==> src/rtl/instr_queue.sv <==
// Fetch-to-decode instruction FIFO with DEPTH entries of {instr, pc}.
// Define INSTR_QUEUE_BYPASS_EN to let an empty queue pass fetch straight to decode.
module instr_queue #(
  parameter int DEPTH = 4
) (
  input  logic                     clk,
  input  logic                     reset,
  input  logic                     flush,
  input  logic                     in_valid,
  input  logic [31:0]              in_instr,
  input  logic [31:0]              in_pc,
  output logic                     in_ready,
  output logic                     out_valid,
  output logic [31:0]              out_instr,
  output logic [31:0]              out_pc,
  input  logic                     out_ready,
  output logic [$clog2(DEPTH):0]   count
);

  localparam int AW = $clog2(DEPTH);
  localparam logic [AW:0] DEPTH_C = (AW+1)'(DEPTH);

  typedef struct packed {
    logic [31:0] instr;
    logic [31:0] pc;
  } entry_t;

  entry_t        mem_q [DEPTH];
  logic [AW-1:0] head_q, head_d;
  logic [AW-1:0] tail_q, tail_d;
  logic [AW:0]   count_q, count_d;

  logic empty, full;
  logic enq, deq;
  logic bypass_take;

  assign empty    = (count_q == '0);
  assign full     = (count_q == DEPTH_C);
  assign in_ready = !full && !flush;
  assign count    = count_q;

`ifdef INSTR_QUEUE_BYPASS_EN
  logic bypass;

  // An empty queue forwards fetch directly; a consumed bypass never touches storage.
  assign bypass      = empty && in_valid && !flush;
  assign bypass_take = bypass && out_ready;
  assign out_valid   = (!empty && !flush) || bypass;
  assign out_instr   = bypass ? in_instr : mem_q[head_q].instr;
  assign out_pc      = bypass ? in_pc    : mem_q[head_q].pc;
`else
  assign bypass_take = 1'b0;
  assign out_valid   = !empty && !flush;
  assign out_instr   = mem_q[head_q].instr;
  assign out_pc      = mem_q[head_q].pc;
`endif

  assign enq = in_valid && in_ready && !bypass_take;
  assign deq = out_valid && out_ready && !bypass_take;

  // NOTE: every always_comb output gets a default first so no path leaves it unassigned (no latch).
  always_comb begin
    head_d  = head_q;
    tail_d  = tail_q;
    count_d = count_q;
    if (flush) begin
      head_d  = '0;
      tail_d  = '0;
      count_d = '0;
    end else begin
      // DEPTH is a power of two, so pointer overflow is the modulo wrap.
      if (enq) tail_d = tail_q + AW'(1);
      if (deq) head_d = head_q + AW'(1);
      case ({enq, deq})
        2'b10:   count_d = count_q + (AW+1)'(1);
        2'b01:   count_d = count_q - (AW+1)'(1);
        default: count_d = count_q;
      endcase
    end
  end

  // NOTE: state registers use non-blocking assignments so all flops update from pre-edge values.
  always_ff @(posedge clk or posedge reset) begin
    if (reset) begin
      head_q  <= '0;
      tail_q  <= '0;
      count_q <= '0;
      // NOTE: storage is reset too, so out_instr/out_pc read zero while reset is held.
      for (int i = 0; i < DEPTH; i++) mem_q[i] <= '0;
    end else begin
      head_q  <= head_d;
      tail_q  <= tail_d;
      count_q <= count_d;
      if (enq && !flush) mem_q[tail_q] <= '{instr: in_instr, pc: in_pc};
    end
  end

endmodule

==> config.mk <==
export PLATFORM = sky130hd
export DESIGN_NAME = instr_queue
export DESIGN_NICKNAME = d
export VERILOG_FILES = /design/src/rtl/instr_queue.sv
export SDC_FILE = /design/constraint.sdc
export NUM_CORES = 1
export LEC_CHECK = 0
export CAP_MARGIN = 40
export CORE_MARGIN = 1
export CORE_UTILIZATION = 51
export DETAILED_ROUTE_END_ITERATION = 16
export PLACE_DENSITY = 0.89
export SLEW_MARGIN = 20
export SYNTH_ARGS = -nofsm -noshare
export SYNTH_HDL_FRONTEND = slang
export SYNTH_SLANG_ARGS = --single-unit
export TNS_END_PERCENT = 50
==> constraint.sdc <==
create_clock -name clk -period 10 [get_ports clk]
set_clock_uncertainty 0.05 [all_clocks]
set_input_delay 3 -clock clk [delete_from_list [all_inputs] [get_ports clk]]
set_output_delay 3 -clock clk [all_outputs]
set_load 0.005 [all_outputs]
==> impl_metrics.env <==
export IMPL_outcome="finished clean"
export IMPL_fin_nets=893
export IMPL_post_route_util_pct=63.4
export IMPL_avgRoutedWirePerCell_um=20.9
export IMPL_synth_main_ff_cell="dfrtp_1"
export IMPL_ys_seq_area_share_pct=55.5
export IMPL_setup_viol=0
export IMPL_clk_latency_ns=0.53
export IMPL_start_util_pct=52.2
export IMPL_clk_pin_slew_ns=0.06
export IMPL_cts_resized=0
export IMPL_fp_dieH_um=155
export IMPL_regArea_um2=6590
export IMPL_synth_avg_cell_area_um2=17.3
export IMPL_pre_cts_ws_ns=2.66
export IMPL_cts_root_buf="clkbuf_16"
export IMPL_grt_pass1_vias=7157
export IMPL_synth_area_um2=11900
export IMPL_synth_seq_cells=263
export IMPL_antenna_found_initial=0
export IMPL_antenna_cells=0
export IMPL_final_layout_size_suffix_gt1_share_pct=45.3
export IMPL_post_cts_setup_buffer_count=0
export IMPL_multiInputGateArea_um2=4950
export IMPL_crit_fanout=12
export IMPL_gp_congestion=0.737
export IMPL_fin_crit_ns=7.36
export IMPL_yosysUniqueCellTypes=37
export IMPL_vdd_drop_max_v=0.000137
export IMPL_via_count=6441
export IMPL_p_leak_nw=6.24
export IMPL_use_met2_pct=33.7
export IMPL_grt_pass1_wl_um=38600
export IMPL_grt_busiest_layer="met2"
export IMPL_synth_edff_count=0
export IMPL_synthesis_nets=760
export IMPL_clock_path_buffers=3
export IMPL_htree_levels=1
export IMPL_holdBufCountCts=0
export IMPL_cp_end_kind="primary output"
export IMPL_io_pins=138
export IMPL_dp_hpwl_um=14300
export IMPL_dr_pass1_iters=4
export IMPL_rrSetupSlack_ns=6.94
export IMPL_avgViaCountPerCell=5.72
export IMPL_cts_inserted_buffers=28
export IMPL_fillCellCount=1590
export IMPL_die_area_um2=23900
export IMPL_async_flop_share_pct=100
export IMPL_grt_met1_usage_pct=27.7
export IMPL_arrival_ns=4.31
export IMPL_slew_headroom_pct=43.5
export IMPL_crit_required_ns=6.95
export IMPL_rsz0062_at_grt="false"
export IMPL_cts_sinks=263
export IMPL_worst_slack_ns=2.64
export IMPL_path_class="in2out"
export IMPL_synth_cells=686
export IMPL_final_setup_tns_ns=0
export IMPL_grt_max_degree=144
export IMPL_die_w_um=155
export IMPL_fmax_mhz=136
export IMPL_powerDensity_nw_per_um2=248
export IMPL_grt_usage_pct=20.4
export IMPL_worst_pin_slew_ns=0.847
export IMPL_port_buffers=137
export IMPL_core_area_um2=22700
export IMPL_hold_violations=0
export IMPL_grt_ovfl_total=0
export IMPL_tritoncts="built"
export IMPL_first_iter_violations=239
export IMPL_fin_crit_sh_pct=73.6
export IMPL_slew_violations=0
export IMPL_maxCapViolCount=0
export IMPL_place_area_um2=13500
export IMPL_grt_use_met3_pct=5.02
export IMPL_start_kind="input pin"
export IMPL_rows=55
export IMPL_postLayoutCellArea_um2=14400
export IMPL_syn_to_final_growth_pct=21.4
export IMPL_drt_wl_total_um=23500
export IMPL_hold_path_class="reg2reg"
export IMPL_ant_nets=0
export IMPL_drc=0
export IMPL_ys_warn_count=0
[critical path, cell delays in order]
cell and delay [ns]:
clkdlybuf4s50_1 0.61, nor2_1 0.18, clkdlybuf4s50_1 0.52
[where the power goes]
part           internal (mW)  switching, mW
sequential              1.39          0.182
clock                  0.620          0.409
combinational          0.678          0.289
total                   2.69          0.880
[final cells by class]
class                           instances  share of cell area (%)
Clock inverter                          9                   0.677
Clock buffer                           43                    5.75
Sequential cell                       263                    45.7
Tap cell                              285                    2.48
Inverter                                5                   0.156
Timing Repair Buffer                  150                    10.8
Multi-Input combinational cell        371                    34.4
[per-layer routing]
metal	vias to the layer above	part of all wire [%]
li1	2838	-
met1	3436	45
met2	135	48
met3	32	5.7
met4	0	1.5
met5	-	0
[registers in the layout, summed over array words and instances (netlist names)]
signal,cells
mem_q,256
head_q,2
tail_q,2
count,3
[worst paths after layout]
path / to / start / cells after the start
worst max-delay path: in_ready / flush / 3
worst min-delay path: mem_q[159] / mem_q[159] / 1
worst max register to register: mem_q[159] / count[1] / 4
worst min register to register: mem_q[159] / mem_q[159] / 1
max in group asynchronous: head_q[0] / reset / 3
min in group asynchronous: mem_q[204] / reset / 2
[cell usage in the layout (no fill, tap or decap), drive strengths merged, types with 3 or more instances in the layout]
cell type / netlist / final
ha: 4 / 4
mux2: 257 / 257
nor2: 6 / 6
clkinv: 0 / 6
a21oi: 5 / 5
dfrtp: 263 / 263
o21ai: 3 / 3
nand3: 6 / 6
mux4: 64 / 64
inv: 5 / 4
clkbuf: 9 / 43
buf: 38 / 13
clkdlybuf4s50: 0 / 137
o311ai: 3 / 3
[synthesized netlist by cell type (2+ instances only)]
| cell | n | area share (%) |
|---|---|---|
| dfrtp_1 | 263 | 55 |
| buf_2 | 25 | 1.1 |
| buf_12 | 7 | 1.2 |
| a21oi_1 | 5 | 0.21 |
| nor2_1 | 6 | 0.19 |
| inv_1 | 5 | 0.16 |
| buf_1 | 4 | 0.13 |
| nand3_2 | 3 | 0.25 |
| nor3_1 | 2 | 0.084 |
| mux2_2 | 193 | 18 |
| o21ai_0 | 3 | 0.13 |
| mux2_1 | 4 | 0.38 |
| or4_1 | 2 | 0.13 |
| xor2_1 | 2 | 0.15 |
| ha_1 | 4 | 0.42 |
| mux2_4 | 60 | 7.6 |
| o311ai_0 | 3 | 0.22 |
| o211ai_1 | 2 | 0.13 |
| nor2b_1 | 2 | 0.11 |
| clkbuf_1 | 9 | 0.28 |
| mux4_2 | 64 | 12 |
| nand3_1 | 3 | 0.13 |
[kinds of logic (layout without fill, tap and decap cells)]
group | Yosys count | after routing | synth area share (%)
simple gates | 25 | 25 | 1.35
xor+xnor | 3 | 3 | 0.222
compound gates | 17 | 17 | 0.949
flops | 263 | 263 | 55.5
buf+inv | 52 | 207 | 2.96
mux | 321 | 321 | 38.4
fa+ha+maj | 5 | 5 | 0.591
[metrics by stage]
stage,cells,hold WS (ns),power [mW]
after floorplan,686,0.403,2.14
after global placement,1069,0.415,2.49
after detailed placement,1074,0.425,2.55
after CTS,1126,0.438,3.60
after global routing,1126,0.453,3.74
final,1126,0.439,3.57
No activity file was read; power rests on OpenSTA's default activity.
